File: config.mk
export PLATFORM = sky130hd
export DESIGN_NAME = spram_arbiter
export DESIGN_NICKNAME = d
export VERILOG_FILES = /design/src/rtl/spram_arbiter.sv
export SDC_FILE = /design/constraint.sdc
export NUM_CORES = 1
export LEC_CHECK = 0
export ABC_AREA = 0
export BUFFER_PORTS_ARGS = -buffer_cell sky130_fd_sc_hd__buf_4
export CAP_MARGIN = 5
export CORE_MARGIN = 2
export CORE_UTILIZATION = 46
export DETAILED_ROUTE_END_ITERATION = 12
export GPL_TIMING_DRIVEN = 0
export HOLD_SLACK_MARGIN = 0.05
export PLACE_DENSITY = 0.86
export SYNTH_ARGS = -nofsm -noshare
export SYNTH_HDL_FRONTEND = slang
export SYNTH_SLANG_ARGS = --single-unit
File: constraint.sdc
create_clock -name clk -period 6.3 [get_ports clk]
set_input_delay 1.26 -clock clk [delete_from_list [all_inputs] [get_ports clk]]
set_output_delay 1.26 -clock clk [all_outputs]
set_load 0.1 [all_outputs]
File: src/rtl/spram_arbiter.sv
// Round-robin arbiter and init sequencer for one single-port SRAM.
// Sweeps the array with INIT_VALUE after reset or init_start, then shares it between requesters.
module spram_arbiter #(
   parameter int unsigned          NUM_REQ    = 2,
   parameter int unsigned          MEM_WIDTH  = 32,
   parameter int unsigned          MEM_DEPTH  = 4096,
   parameter logic [MEM_WIDTH-1:0] INIT_VALUE = '0,
   localparam int unsigned         AW         = $clog2(MEM_DEPTH)
) (
   input  logic                         clk,
   input  logic                         rst,
   input  logic [NUM_REQ-1:0]           req_valid,
   output logic [NUM_REQ-1:0]           req_ready,
   input  logic [NUM_REQ-1:0]           req_we,
   input  logic [NUM_REQ*AW-1:0]        req_addr,
   input  logic [NUM_REQ*MEM_WIDTH-1:0] req_wdata,
   output logic [NUM_REQ-1:0]           rsp_valid,
   output logic [MEM_WIDTH-1:0]         rsp_rdata,
   input  logic                         init_start,
   output logic                         init_busy,
   output logic                         mem_cen,
   output logic                         mem_wen,
   output logic [AW-1:0]                mem_addr,
   output logic [MEM_WIDTH-1:0]         mem_d,
   input  logic [MEM_WIDTH-1:0]         mem_q
);

   localparam int unsigned IW = (NUM_REQ > 1) ? $clog2(NUM_REQ) : 1;

   typedef enum logic {INIT, SERVE} state_t;

   state_t              state;
   logic [AW-1:0]       cnt;
   logic [IW-1:0]       rr_ptr;
   logic [IW-1:0]       gnt_idx;
   logic                gnt_any;
   logic [NUM_REQ-1:0]  grant;
   int unsigned         idx;
   logic                s1_vld, s2_vld;
   logic [IW-1:0]       s1_id, s2_id;

   // First valid requester at or after rr_ptr, wrapping; never while sweeping or restarting.
   always_comb begin
      grant   = '0;
      gnt_idx = '0;
      gnt_any = 1'b0;
      idx     = 0;
      if (state == SERVE && !init_start) begin
         for (int unsigned k = 0; k < NUM_REQ; k++) begin
            idx = int'(rr_ptr) + k;
            if (idx >= NUM_REQ) idx = idx - NUM_REQ;
            if (!gnt_any && req_valid[idx]) begin
               gnt_any    = 1'b1;
               gnt_idx    = IW'(idx);
               grant[idx] = 1'b1;
            end
         end
      end
   end

   assign req_ready = grant;
   assign init_busy = (state == INIT);
   assign rsp_rdata = mem_q;

   always_comb begin
      rsp_valid = '0;
      if (s2_vld) rsp_valid[s2_id] = 1'b1;
   end

   always_ff @(posedge clk or posedge rst) begin
      if (rst) begin
         state    <= INIT;
         cnt      <= '0;
         rr_ptr   <= '0;
         mem_cen  <= 1'b1;
         mem_wen  <= 1'b1;
         mem_addr <= '0;
         mem_d    <= '0;
         s1_vld   <= 1'b0;
         s1_id    <= '0;
         s2_vld   <= 1'b0;
         s2_id    <= '0;
      end else begin
         // Read tracking keeps running across a restart so in-flight reads still respond.
         s2_vld <= s1_vld;
         s2_id  <= s1_id;
         s1_vld <= 1'b0;
         s1_id  <= gnt_idx;
         case (state)
            INIT: begin
               mem_cen  <= 1'b0;
               mem_wen  <= 1'b0;
               mem_addr <= cnt;
               mem_d    <= INIT_VALUE;
               if (cnt == AW'(MEM_DEPTH - 1)) begin
                  state <= SERVE;
                  cnt   <= '0;
               end else begin
                  cnt <= cnt + 1'b1;
               end
            end
            SERVE: begin
               if (gnt_any) begin
                  mem_cen  <= 1'b0;
                  mem_wen  <= ~req_we[gnt_idx];
                  mem_addr <= req_addr[gnt_idx*AW +: AW];
                  mem_d    <= req_wdata[gnt_idx*MEM_WIDTH +: MEM_WIDTH];
                  rr_ptr   <= (gnt_idx == IW'(NUM_REQ - 1)) ? '0 : gnt_idx + 1'b1;
                  s1_vld   <= ~req_we[gnt_idx];
               end else begin
                  mem_cen <= 1'b1;
                  mem_wen <= 1'b1;
               end
               if (init_start) state <= INIT;
            end
            default: state <= INIT;
         endcase
      end
   end

endmodule

* After elaboration in Yosys (flattened, before gate mapping) *
Cells that the tools add are included.

storage, ports and cells
  bits in read-only memories = 0
  bits in latches = 0
  output and inout bits = 83
  memories kept = 0
  input port bits = 127
  register bits = 64
  logic and storage cells = 84
  memory bits (writable) = 0

cells by class
  $mul = 1
  shifts and indexed selects = 2
  reduce and logical (&&, ||, !) cells = 8
  equal/unequal tests = 2
  bitwise operators = 3
  muxes and demuxes = 43
  $add $sub $neg = 5
  divide/modulo/power cells = 0
  $lt $le $gt $ge = 9

operators by type and width
  cell                   count
  $mux 32                5
  $ge 32x1->1 const B    2
  $lt 32x2->1 const B    2
  $pmux 32 s2            1
  $shiftx 64x7->32       1
  $mux 12                2
  $pmux 12 s2            1
  $shiftx 24x6->12       1
  $mux 1                 23
  $add 12x1->12 const B  1
  $eq 12x12->1 const B   1
  $mux 2                 5
  $pmux 1 s2             3
  $logic_and 1x1->1      5
  $lt 1x2->1 const B     2
  $demux 1 s1            3
  $mul 1x2->3 const B    1
  $sub 1x2->3 const B    1
  $sub 2x2->3 const B    1
  $add 1x1->2 const B    1
  $ge 1x2->1 const B     1
  $ge 2x2->1 const B     1
  $logic_not 1->1        2
  $ne 2x1->1 const B     1
  5 further kinds        6

* Longest topological paths before layout *
  depth after elaboration = 16
  mapped depth = 6
  mapped depth without buffers = 4

* Worst setup path after synthesis *
No wires, ideal clock.

  path type = input -> output
  from = input init_start
  to = output req_ready[0]
  slack = 1.329 ns
  path buffers = 0
  arrival time = 3.711 ns
  data required time = 5.040 ns
  stages on the path = 2
  cell sequence = nand2b_1 -> a211oi_1

on the way
  longest elaborated chain between the ends = 3

RTL lines
  what               line  source
  start, declared    19    input logic init_start,
  $logic_not 1->1    48    if (state == SERVE && !init_start) begin
  $logic_and 1x1->1  48
  $mux 2             48
  end, declared      13    output logic [NUM_REQ-1:0] req_ready,

Every way passes these cells.

* Worst setup path in the final report *
  from = input req_valid[0]
  to = output req_ready[1]

on the way
  longest elaborated chain between the ends = 8

RTL lines
  what                                       line  source
  start, declared                            12    input logic [NUM_REQ-1:0] req_valid,
  $mux 1 (implied by the code) (2 in a row)  52    if (!gnt_any && req_valid[idx]) begin
  $mux 1                                     52
  $mux 1                                     48
  $logic_not 1->1                            52
  $logic_and 1x1->1                          52
  $mux 2 *                                   52
  $mux 2 *                                   48

Every way passes the cells marked *; elsewhere a longest branch is shown, timed or not. The select of a mux whose other input is x is not followed.

==> run_results.csv <==
group,metric,value,unit
outcome,status,"finished, final reports clean",
finish,layout-drive-gt1-share,0.453,
synthesis,synth_fp_nets,453,
clock_network,ctsHoldBuffers,0,
grt,first_global_vias,3094,
clock_network,clockBufferDepth,2,
synthesis,synth_top_area_cell,"dfrtp_1",
finish,finalNetCount,642,
synthesis,yosysSeqAreaShare,0.486,
sta,rsz0062_at_grt,"false",
power_and_ir_drop,seq_power_share,0.385,
grt,grt_pass1_wl,14.1,mm
detailed_routing,vias,3200,
placement,hpwl,7.30,mm
sta,finalCritPeriodShare,0.594,
detailed_routing,drtAntennaViolNets,0,
synthesis,avgSynthCellArea,10.2,um2
finish,fin_util,0.720,
finish,stdcell_count,615,
sta,tightest_slew,895,ps
worst_setup_path,end_kind,"primary output",
die,core-area,6870,um2
grt,track_usage,0.233,
power_and_ir_drop,p_clk_frac,0.241,
placement,gp_congestion,0.867,
hold_path,hp-class,"reg -> reg",
clock_network,clock_latency,330,ps
worst_setup_path,path_cells,"buf_4 -> inv_1 -> o21ai_1 -> buf_2 -> buf_4 -> nor2_1 -> buf_4",
placement,portBuffers,177,
sta,tns,0,ps
synthesis,synth_area_leaders,"dfrtp_1 (47%), mux2i_1 (14%), buf_4 (7.7%), nand3_1 (6.8%), o21ai_1 (3.5%)",
synthesis,ys_seq_elements,64,
die,dieArea,7870,um2
power_and_ir_drop,sw_frac_of_total,0.410,
power_and_ir_drop,combinationalPowerShare,0.374,
die,die_height,88.7,um
die,chipWidth,88.7,um
worst_setup_path,cp-start-kind,"input pin",
detailed_routing,wl,9.28,mm
die,ios,210,
clock_network,cts_htree_levels,3,
placement,dp_cells,599,
sta,hold_slack,350,ps
sta,finalSetupViolCount,0,
worst_setup_path,worst_path_max_delay_cell,"buf_2",
power_and_ir_drop,p_sw,518,uW
sta,slew_headroom,0.403,
worst_setup_path,crit_type,"in -> out",
finish,diodes,0,
finish,areaGrowthSynthToFinish,49.7,%
worst_setup_path,crit_path_max_incr_delay,320,ps
synthesis,synth_top_area_share,0.470,
synthesis,synth.distinct_cells,32,
power_and_ir_drop,leakagePower,0.00262,uW
clock_network,clk_pin_slew,70,ps
detailed_routing,drt_first_iter_violations,138,
sta,setup_slack,2560,ps
grt,antenna_found_initial,0,
worst_setup_path,worstPathRequired,5040,ps
synthesis,syn_area,3300,um2
detailed_routing,routedWlPerCell,15.1,um
sta,final_hold_viol_count,0,
clock_network,post-cts-setup-buffers,0,
detailed_routing,first_pass_iters,4,
sta,fin_crit,3740,ps
worst_setup_path,crit_fanout,10,
clock_network,cts_resized,0,
detailed_routing,viasPerCell,5.20,
power_and_ir_drop,peakVddDrop,0.000123,V
sta,fmax,267,MHz
grt,grt-ovfl-total,0,
synthesis,yosysWarnings,0,
grt,grt_max_degree,41,
detailed_routing,drc_errors,0,
worst_setup_path,critPathArrivalTime,2480,ps
sta,report.final.slew_viol_count,0,
clock_network,cts_sinks,64,
power_and_ir_drop,powerDensity,256,nW/um2
die,rows,30,
placement,pre_cts_ws,2560,ps
sta,clock_skew,8.52,ps
power_and_ir_drop,intPower,747,uW
die,start_util,0.481,
clock_network,cts_tree,"built",
job,cap_violations,0,
clock_network,cts_root_buf,"clkbuf_8",
worst_setup_path,path_common_cell,"buf_4",
clock_network,numCtsBuffers,9,
synthesis,netlist_instances,325,
[worst max-delay path, delay by kind of cell]
family,cells,cell delay (ps)
AO/OA/AOI/OAI,1,180
AND/OR/NAND/NOR,1,60
buffers and inverters,5,960
[flip-flops by register name (all words and copies together) (netlist names)]
register  count
mem_d        32
s2_vld        1
s1_id         1
s2_id         1
rr_ptr        1
mem_addr     12
cnt          12
state         1
mem_cen       1
s1_vld        1
mem_wen       1
[per-stage QoR]
step                      instance area [um2]  power (uW)
after global placement                   4750         959
final                                    4940        1270
after global routing                     4940        1320
after floorplan                          3300         838
after detailed placement                 4780         970
after CTS                                4940        1270
[area by class of cell]
class | count | area [um2]
Multi-Input combinational cell | 194 | 1310
Sequential cell | 64 | 1600
Timing Repair Buffer | 178 | 1360
Inverter | 13 | 48.8
Fill cell | 542 | 1930
Buffer | 54 | 343
Clock buffer | 12 | 145
Clock inverter | 4 | 20.0
Tap cell | 96 | 120
[synthesized netlist by cell type]
library cell	count
buf_4	34
nand4_1	1
nor2b_1	4
mux2i_1	46
o21a_1	2
o21ai_0	20
ha_1	1
nand2_1	7
buf_1	1
buf_2	4
dfrtp_1	62
inv_1	13
and3_1	2
nand4b_1	1
nor2_1	6
xnor2_1	5
clkbuf_1	14
nand2b_1	1
a31oi_1	3
a21oi_1	4
o221ai_1	10
nor4_1	1
and2_1	3
dfstp_2	2
nor3_1	2
nand4b_4	1
a211oi_1	2
nand3_1	45
o211ai_1	1
or3_1	3
buf_6	1
o21ai_1	23
[cell families after synthesis]
family,Yosys count,synth area share
AOI/OAI and AO/OA,65,0.115
xor gates and xnor gates,5,0.0133
adders and majority gates,1,0.00379
buffers and inverters,67,0.119
DFF,64,0.486
muxes,46,0.139
and+or+nand+nor,77,0.124
[cells in the final DEF (no fill, tap or decap)]
master    Yosys  final
clkbuf_1     14     16
ha_1          1      1
buf_6         1      1
inv_1        13     12
a211oi_1      2      2
clkbuf_8      0     10
xnor2_1       5      5
and3_1        2      2
or3_1         3      3
and2_1        3      3
nand2b_1      1      1
nand3_1      45     45
nand4_1       1      1
inv_2         0      1
dfrtp_1      62     62
o21a_1        2      2
nand4b_4      1      1
nand4b_1      1      1
o21ai_1      23     23
buf_4        34    211
clkinv_2      0      4
o21ai_0      20     20
nor2_1        6      6
buf_2         4      4
o221ai_1     10     10
nor4_1        1      1
nor2b_1       4      4
nand2_1       7      7
dfstp_2       2      2
buf_1         1      1
mux2i_1      46     46
a21oi_1       4      4
o211ai_1      1      1
nor3_1        2      2
a31oi_1       3      3
buf_16        0      1
[power groups by stage]
stage | Clock [uW] | Sequential, uW | Combinational (uW)
global placement | 0 | 493 | 467
finish | 305 | 488 | 473
detailed placement | 0 | 494 | 475
CTS | 306 | 487 | 476
floorplan | 0 | 640 | 198
global route | 324 | 495 | 496
[final timing paths]
path | startpoint | endpoint | slack, ps | cells past startpoint
max | req_valid[0] | req_ready[1] | 2560 | 7
min | s1_id$_DFF_PP0_ | s2_id$_DFF_PP0_ | 350 | 0
max reg2reg | state$_DFF_PP0_ | mem_addr[3]$_DFFE_PP0N_ | 4430 | 6
min reg2reg | s1_id$_DFF_PP0_ | s2_id$_DFF_PP0_ | 350 | 0
max in group asynchronous | rst | mem_wen$_DFF_PP1_ | 4480 | 3
min in group asynchronous | rst | mem_d[21]$_DFFE_PP0N_ | 1130 | 2
[routing by layer]
layer | vias to the layer above | routed length [um] | GRT usage
li1 | 1504 | - | -
met1 | 1538 | 3540 | 0.283
met2 | 147 | 4900 | 0.403
met3 | 11 | 673 | 0.0457
met4 | 0 | 164 | 0.0978
met5 | - | 0 | 0
(Power assumes the default switching activity.)
